==> src/rtl/sw_debounce_bank_pkg.sv <==
// Shared types and defaults for the switch debounce bank; purely combinational, no flow control.
// Defines the per-channel filter state and the default filter and synchroniser depths.
package cpu_io_pkg;

    typedef enum logic {
        DB_IDLE   = 1'b0,
        DB_SETTLE = 1'b1
    } db_state_e;

    localparam int N_CH_DEFAULT        = 5;
    localparam int DB_CYCLES_DEFAULT   = 256;
    localparam int SYNC_STAGES_DEFAULT = 2;
    localparam int LONG_CYCLES_DEFAULT = 65536;

endpackage

==> src/rtl/sw_debounce_bank_if.sv <==
// Bundle of raw switch inputs and the cleaned levels/pulses; no latency, no backpressure.
// master = the side driving sw_raw (board/testbench), slave = the debounce bank.
interface sw_debounce_bank_if #(
    parameter int N_CH = 5
);
    logic [N_CH-1:0] sw_raw;
    logic [N_CH-1:0] sw_level;
    logic [N_CH-1:0] sw_rise;
    logic [N_CH-1:0] sw_fall;
    logic            sw_any;
    logic [N_CH-1:0] sw_long;

    modport master (
        output sw_raw,
        input  sw_level, sw_rise, sw_fall, sw_any, sw_long
    );

    modport slave (
        input  sw_raw,
        output sw_level, sw_rise, sw_fall, sw_any, sw_long
    );
endinterface

==> src/rtl/sw_debounce_ch.sv <==
// One channel: synchroniser, stability filter, edge pulses, optional long-press (SW_LONG_PRESS_EN).
// Latency SYNC_STAGES+DB_CYCLES cycles from a clean raw edge to level_o; no backpressure.
module sw_debounce_ch
    import cpu_io_pkg::*;
#(
    parameter int   DB_CYCLES   = DB_CYCLES_DEFAULT,
    parameter int   SYNC_STAGES = SYNC_STAGES_DEFAULT,
    parameter logic INIT_LEVEL  = 1'b0,
    parameter logic INVERT      = 1'b0,
    parameter int   LONG_CYCLES = LONG_CYCLES_DEFAULT
) (
    input  logic clk_i,
    input  logic rst_ni,
    input  logic raw_i,
    output logic level_o,
    output logic rise_o,
    output logic fall_o,
    output logic long_o
);

    if (DB_CYCLES < 2) begin : g_chk_db
        $error("sw_debounce_ch: DB_CYCLES must be >= 2");
    end
    if (SYNC_STAGES < 2) begin : g_chk_sync
        $error("sw_debounce_ch: SYNC_STAGES must be >= 2");
    end

    localparam int               CNT_W    = $clog2(DB_CYCLES);
    localparam logic [CNT_W-1:0] CNT_LAST = CNT_W'(DB_CYCLES - 1);

    logic [SYNC_STAGES-1:0] sync_q;
    logic                   s;
    db_state_e              state_q, state_d;
    logic [CNT_W-1:0]       cnt_q, cnt_d;
    logic                   level_q, level_d;
    logic                   rise_q, rise_d;
    logic                   fall_q, fall_d;

    // Reset value is pre-inversion so the corrected sample equals INIT_LEVEL.
    always_ff @(posedge clk_i or negedge rst_ni) begin
        if (!rst_ni) begin
            sync_q <= {SYNC_STAGES{INIT_LEVEL ^ INVERT}};
        end else begin
            sync_q <= {sync_q[SYNC_STAGES-2:0], raw_i};
        end
    end

    assign s = sync_q[SYNC_STAGES-1] ^ INVERT;

    always_ff @(posedge clk_i or negedge rst_ni) begin
        if (!rst_ni) begin
            state_q <= DB_IDLE;
            cnt_q   <= '0;
            level_q <= INIT_LEVEL;
            rise_q  <= 1'b0;
            fall_q  <= 1'b0;
        end else begin
            state_q <= state_d;
            cnt_q   <= cnt_d;
            level_q <= level_d;
            rise_q  <= rise_d;
            fall_q  <= fall_d;
        end
    end

    always_comb begin
        state_d = state_q;
        cnt_d   = cnt_q;
        level_d = level_q;
        rise_d  = 1'b0;
        fall_d  = 1'b0;
        case (state_q)
            DB_IDLE: begin
                cnt_d = '0;
                if (s != level_q) begin
                    state_d = DB_SETTLE;
                    cnt_d   = CNT_W'(1);
                end
            end
            DB_SETTLE: begin
                if (s == level_q) begin
                    // A bounce back to the accepted level restarts the filter from zero.
                    state_d = DB_IDLE;
                    cnt_d   = '0;
                end else if (cnt_q == CNT_LAST) begin
                    state_d = DB_IDLE;
                    cnt_d   = '0;
                    level_d = s;
                    rise_d  = s;
                    fall_d  = ~s;
                end else begin
                    cnt_d = cnt_q + CNT_W'(1);
                end
            end
            default: begin
                state_d = DB_IDLE;
                cnt_d   = '0;
            end
        endcase
    end

    assign level_o = level_q;
    assign rise_o  = rise_q;
    assign fall_o  = fall_q;

`ifdef SW_LONG_PRESS_EN
    if (LONG_CYCLES < 1) begin : g_chk_long
        $error("sw_debounce_ch: LONG_CYCLES must be >= 1");
    end

    localparam int                HOLD_W   = $clog2(LONG_CYCLES + 1);
    localparam logic [HOLD_W-1:0] HOLD_MAX = HOLD_W'(LONG_CYCLES);

    logic [HOLD_W-1:0] hold_q, hold_d;
    logic              long_q, long_d;

    always_ff @(posedge clk_i or negedge rst_ni) begin
        if (!rst_ni) begin
            hold_q <= '0;
            long_q <= 1'b0;
        end else begin
            hold_q <= hold_d;
            long_q <= long_d;
        end
    end

    // Saturating at HOLD_MAX keeps the pulse single until the level drops.
    always_comb begin
        hold_d = hold_q;
        long_d = 1'b0;
        if (!level_q) begin
            hold_d = '0;
        end else if (hold_q != HOLD_MAX) begin
            hold_d = hold_q + HOLD_W'(1);
            long_d = (hold_q == HOLD_MAX - HOLD_W'(1));
        end
    end

    assign long_o = long_q;
`else
    assign long_o = 1'b0;
`endif

endmodule

==> src/rtl/sw_debounce_bank.sv <==
// N_CH independent debounce channels plus sw_any OR of all edge pulses; long-press via SW_LONG_PRESS_EN.
// Latency SYNC_STAGES+DB_CYCLES cycles raw edge to sw_level; inputs are sampled, no backpressure.
module sw_debounce_bank
    import cpu_io_pkg::*;
#(
    parameter int              N_CH        = N_CH_DEFAULT,
    parameter int              DB_CYCLES   = DB_CYCLES_DEFAULT,
    parameter int              SYNC_STAGES = SYNC_STAGES_DEFAULT,
    parameter logic [N_CH-1:0] INIT_LEVEL  = '0,
    parameter logic [N_CH-1:0] INVERT      = '0,
    parameter int              LONG_CYCLES = LONG_CYCLES_DEFAULT
) (
    input logic              CLK,
    input logic              RST_N,
    sw_debounce_bank_if.slave bus
);

    logic [N_CH-1:0] level_w;
    logic [N_CH-1:0] rise_w;
    logic [N_CH-1:0] fall_w;
    logic [N_CH-1:0] long_w;

    for (genvar g = 0; g < N_CH; g++) begin : g_ch
        sw_debounce_ch #(
            .DB_CYCLES   (DB_CYCLES),
            .SYNC_STAGES (SYNC_STAGES),
            .INIT_LEVEL  (INIT_LEVEL[g]),
            .INVERT      (INVERT[g]),
            .LONG_CYCLES (LONG_CYCLES)
        ) u_ch (
            .clk_i   (CLK),
            .rst_ni  (RST_N),
            .raw_i   (bus.sw_raw[g]),
            .level_o (level_w[g]),
            .rise_o  (rise_w[g]),
            .fall_o  (fall_w[g]),
            .long_o  (long_w[g])
        );
    end

    assign bus.sw_level = level_w;
    assign bus.sw_rise  = rise_w;
    assign bus.sw_fall  = fall_w;
    assign bus.sw_long  = long_w;
    assign bus.sw_any   = |(rise_w | fall_w);

endmodule

==> src/flat_wrapper.sv <==
// flat-port wrapper written by rule: the top's interface ports become plain ports
module sw_debounce_bank_flat import cpu_io_pkg::*;
#(
    parameter int              N_CH        = N_CH_DEFAULT,
    parameter int              DB_CYCLES   = DB_CYCLES_DEFAULT,
    parameter int              SYNC_STAGES = SYNC_STAGES_DEFAULT,
    parameter logic [N_CH-1:0] INIT_LEVEL  = '0,
    parameter logic [N_CH-1:0] INVERT      = '0,
    parameter int              LONG_CYCLES = LONG_CYCLES_DEFAULT
)
  (CLK, RST_N, bus_sw_raw, bus_sw_level, bus_sw_rise, bus_sw_fall, bus_sw_any, bus_sw_long);
  sw_debounce_bank_if #(.N_CH(N_CH)) bus_i ();
  input logic CLK;
  input logic RST_N;
  input wire logic [$bits(bus_i.sw_raw)-1:0] bus_sw_raw;
  output wire logic [$bits(bus_i.sw_level)-1:0] bus_sw_level;
  output wire logic [$bits(bus_i.sw_rise)-1:0] bus_sw_rise;
  output wire logic [$bits(bus_i.sw_fall)-1:0] bus_sw_fall;
  output wire logic [$bits(bus_i.sw_any)-1:0] bus_sw_any;
  output wire logic [$bits(bus_i.sw_long)-1:0] bus_sw_long;
  assign bus_i.sw_raw = bus_sw_raw;
  assign bus_sw_level = bus_i.sw_level;
  assign bus_sw_rise = bus_i.sw_rise;
  assign bus_sw_fall = bus_i.sw_fall;
  assign bus_sw_any = bus_i.sw_any;
  assign bus_sw_long = bus_i.sw_long;
  sw_debounce_bank #(.N_CH(N_CH), .DB_CYCLES(DB_CYCLES), .SYNC_STAGES(SYNC_STAGES), .INIT_LEVEL(INIT_LEVEL), .INVERT(INVERT), .LONG_CYCLES(LONG_CYCLES)) u_core (.CLK(CLK), .RST_N(RST_N), .bus(bus_i));
endmodule
==> config.mk <==
export PLATFORM = sky130hd
export DESIGN_NAME = sw_debounce_bank_flat
export DESIGN_NICKNAME = d
export VERILOG_FILES = /design/src/rtl/sw_debounce_bank_pkg.sv /design/src/rtl/sw_debounce_bank_if.sv /design/src/rtl/sw_debounce_ch.sv /design/src/rtl/sw_debounce_bank.sv /design/src/flat_wrapper.sv
export SDC_FILE = /design/constraint.sdc
export NUM_CORES = 1
export LEC_CHECK = 0
export CORE_ASPECT_RATIO = 1.5
export CORE_UTILIZATION = 30
export CTS_BUF_LIST = sky130_fd_sc_hd__clkbuf_4
export DETAILED_ROUTE_END_ITERATION = 10
export SYNTH_ARGS = -nofsm -noshare
export SYNTH_HDL_FRONTEND = slang
export SYNTH_SLANG_ARGS = --single-unit
==> constraint.sdc <==
create_clock -name CLK -period 1.93 [get_ports CLK]
set_input_delay 0.193 -clock CLK [delete_from_list [all_inputs] [get_ports CLK]]
set_output_delay 0.193 -clock CLK [all_outputs]
set_load 0.05 [all_outputs]
==> metrics.yaml <==
timing:
  final-hold-violation-count: 0
  period_share: 0.960
  slew-limit-headroom: 0.660
  finalSetupViolCount: 0
  fin_tns_setup_ns: 0
  slew_violations: 0
  finClkSkew_ns: 0.0144
  finalWorstPathRequiredPeriod_ns: 1.85
  timing.fmax_ghz: 0.540
  grt_setup_unrepaired: "false"
  tightestPinTransition_ns: 0.509
worst_setup_path:
  ff2ff_path_depth: 4
  crit_required_ns: 1.74
  worst_setup_path_start_kind: "flip-flop"
  critical_path_depth: 1
  crit_arrival_ns: 1.66
  rr_endpoint: "u_core.g_ch[4].u_ch.level_o"
  path_max_fanout: 4
  worstPathCellList: "clkdlybuf4s50_1"
  crit-reg2reg-launch: "u_core.g_ch[4].u_ch.cnt_q[0]"
  crit_type: "reg -> out"
  cp-startpoint: "u_core.g_ch[4].u_ch.level_o"
  reg2reg_slack_ns: 0.22
  cp-end-kind: "output pin"
  cpMaxStageDelayCell: "clkdlybuf4s50_1"
  cpLargestDelayFamily: "buffers and inverters"
  slowest_delay_ns: 0.82
  cp.buffers_inverters: 1
floorplan:
  core.rowCount: 45
  die_height_um: 127
  core_region_area_mm2: 0.0101
  ioPinCount: 28
  die_w_um: 85.2
  start_util: 0.307
  die-area_mm2: 0.0108
clock_network:
  clockRootBuffer: "clkbuf_4"
  cts_tree: "yes"
  clk_pin_slew_ns: 0.12
  cts_buffers: 9
  cts.path.max_buffers: 2
  clk-insertion-delay-late_ns: 0.42
  cts_setup_buffers: 0
  clock-sinks: 70
  htree_levels: 3
global_route:
  antenna_found_initial: 0
  grt_max_degree: 71
  grt_util_all_layers: 0.115
  grt.overflow.total: 0
  grt_pass1_vias: 2095
  grt_first_pass_wirelength_mm: 9.58
yosys:
  synth_top_family_by_area: "simple AND/OR/NAND/NOR gates"
  yosys-top-cells-count: "dfrtp_1 (70), buf_4 (20), nor2_1 (20), nand2_1 (18), nand3_1 (18)"
  ys_ff_latch: 70
  yosys.area_share.simple: 0.184
  synth-edff-count: 0
  avgSynthCellArea_um2: 10.9
  synth.cell_area_mm2: 0.00312
  seq_area_frac_synth: 0.562
  yosysUniqueCellTypes: 38
  synth_fa_ha_area_frac: 0.0201
  ys.flop_type: "dfrtp_1"
  yosysTopAreaCellShare: 0.562
  netlist_instances: 287
  ys_async_sr_fraction: 1.00
  muxShareOfSynthArea: 0.0181
  synth_compound_gate_area_share: 0.101
  synth_area_leaders: "dfrtp_1 (56%), buf_4 (4.8%), nand3_1 (2.9%), xnor2_1 (2.8%), xor2_1 (2.8%)"
  yosysWarnings: 0
  synth.most_common_cell: "dfrtp_1"
  yosysTopAreaCell: "dfrtp_1"
  synth_xor_area_frac: 0.0562
placed_design:
  hpwl_mm: 3.90
  routabilityCongestion: 0.761
  portBuffers: 22
  place_area_mm2: 0.00336
flow_run:
  maxCapViolCount: 0
power:
  p_leak_nw: 1.52
  power_density_mw_per_mm2: 796
  ir_drop_uv: 239
min_path:
  holdPathStages: 1
  holdCritPathClass: "in -> reg"
  hold_path_end: "u_core.g_ch[1].u_ch.sync_q[0]"
  holdCritStartpoint: "bus_sw_raw[1]"
finish:
  design_area_mm2: 0.00356
  finish.utilization: 0.351
  fin_nets: 318
  drive_above_1_share: 0.0836
  num_antenna_cells: 0
  syn_to_final_growth_pct: 14.2
drt:
  drt_pre_antenna_iters: 5
  vias: 2111
  drc_errors: 0
  drt-initial-drc-count: 64
  ant_nets: 0
  avgRoutedWirePerCell_um: 13.0
  via_per_inst: 4.93
  routed_wirelength_mm: 5.55
outcome:
  status: "complete, no violations"
-- report_power, final --
part	leakage, nW	internal (mW)	switching (mW)	total, mW
clock network	0.0973	0.649	0.524	1.17
logic	0.487	0.0430	0.0860	0.129
registers	0.932	1.50	0.0330	1.53
total	1.52	2.19	0.643	2.83
-- cells in the final DEF (no fill, tap or decap), types with 10 or more instances in the layout --
master,Yosys,final
clkdlybuf4s50_1,0,17
o21ai_0,12,12
nor2_1,20,20
xnor2_1,10,10
nand2_1,18,18
dfrtp_1,70,70
a21oi_1,16,16
xor2_1,10,10
nand3_1,18,18
-- worst max-delay path by stage --
stage / to / slack [ns]
after global placement: u_core.g_ch[4].u_ch.level_o / 0.30
after CTS: bus_sw_level[2] / 0.01
after floorplan: u_core.g_ch[3].u_ch.level_o / 0.39
after global routing: bus_sw_level[4] / 0.0002
final: bus_sw_level[4] / 0.08
after detailed placement: u_core.g_ch[4].u_ch.level_o / 0.22
-- metal layers --
| layer | share of wire | global-route usage |
|---|---|---|
| met2 | 0.48 | 0.178 |
| met3 | 0.038 | 0.0351 |
| met5 | 0 | 0 |
| met1 | 0.45 | 0.138 |
| met4 | 0.032 | 0.0728 |
-- final cells by class --
type / count / area (µm²)
sequential: 70 / 1750
tap: 117 / 146
clock buffer: 9 / 67.6
timing repair buffer: 25 / 254
fill: 1018 / 6580
multi-input combinational: 193 / 1200
inverter: 7 / 26.3
clock inverter: 7 / 113
-- through the flow --
stage / setup slack (ns) / power, mW / cells / hold WS, ns
global placement: 0.297 / 1.69 / 411 / 0.247
floorplan: 0.388 / 1.63 / 291 / -0.103
detailed placement: 0.225 / 1.69 / 411 / 0.251
CTS: 0.0107 / 2.89 / 428 / 0.159
global route: 0.000189 / 2.96 / 428 / 0.162
finish: 0.0770 / 2.83 / 428 / 0.195
-- sequential cells by signal, summed over array words and instances, names as in the netlist --
name                      count
u_core.g_ch.u_ch.cnt_q       40
u_core.g_ch.u_ch.fall_o       5
u_core.g_ch.u_ch.level_o      5
u_core.g_ch.u_ch.rise_o       5
u_core.g_ch.u_ch.state_q      5
u_core.g_ch.u_ch.sync_q      10
-- repair_timing --
action,CTS,global route
endpoints found under the setup margin,1,2
endpoints found under the hold margin,70,0
gates resized for setup,1,2
hold buffers,1,0
-- cells by family after synthesis --
kind of cell	count (synthesis)
fa+ha+maj	5
simple gates	107
compound gates	51
mux	5
flops	70
other cells	1
xor+xnor	20
buf+inv	28
No activity file was read; power rests on OpenSTA's default activity.
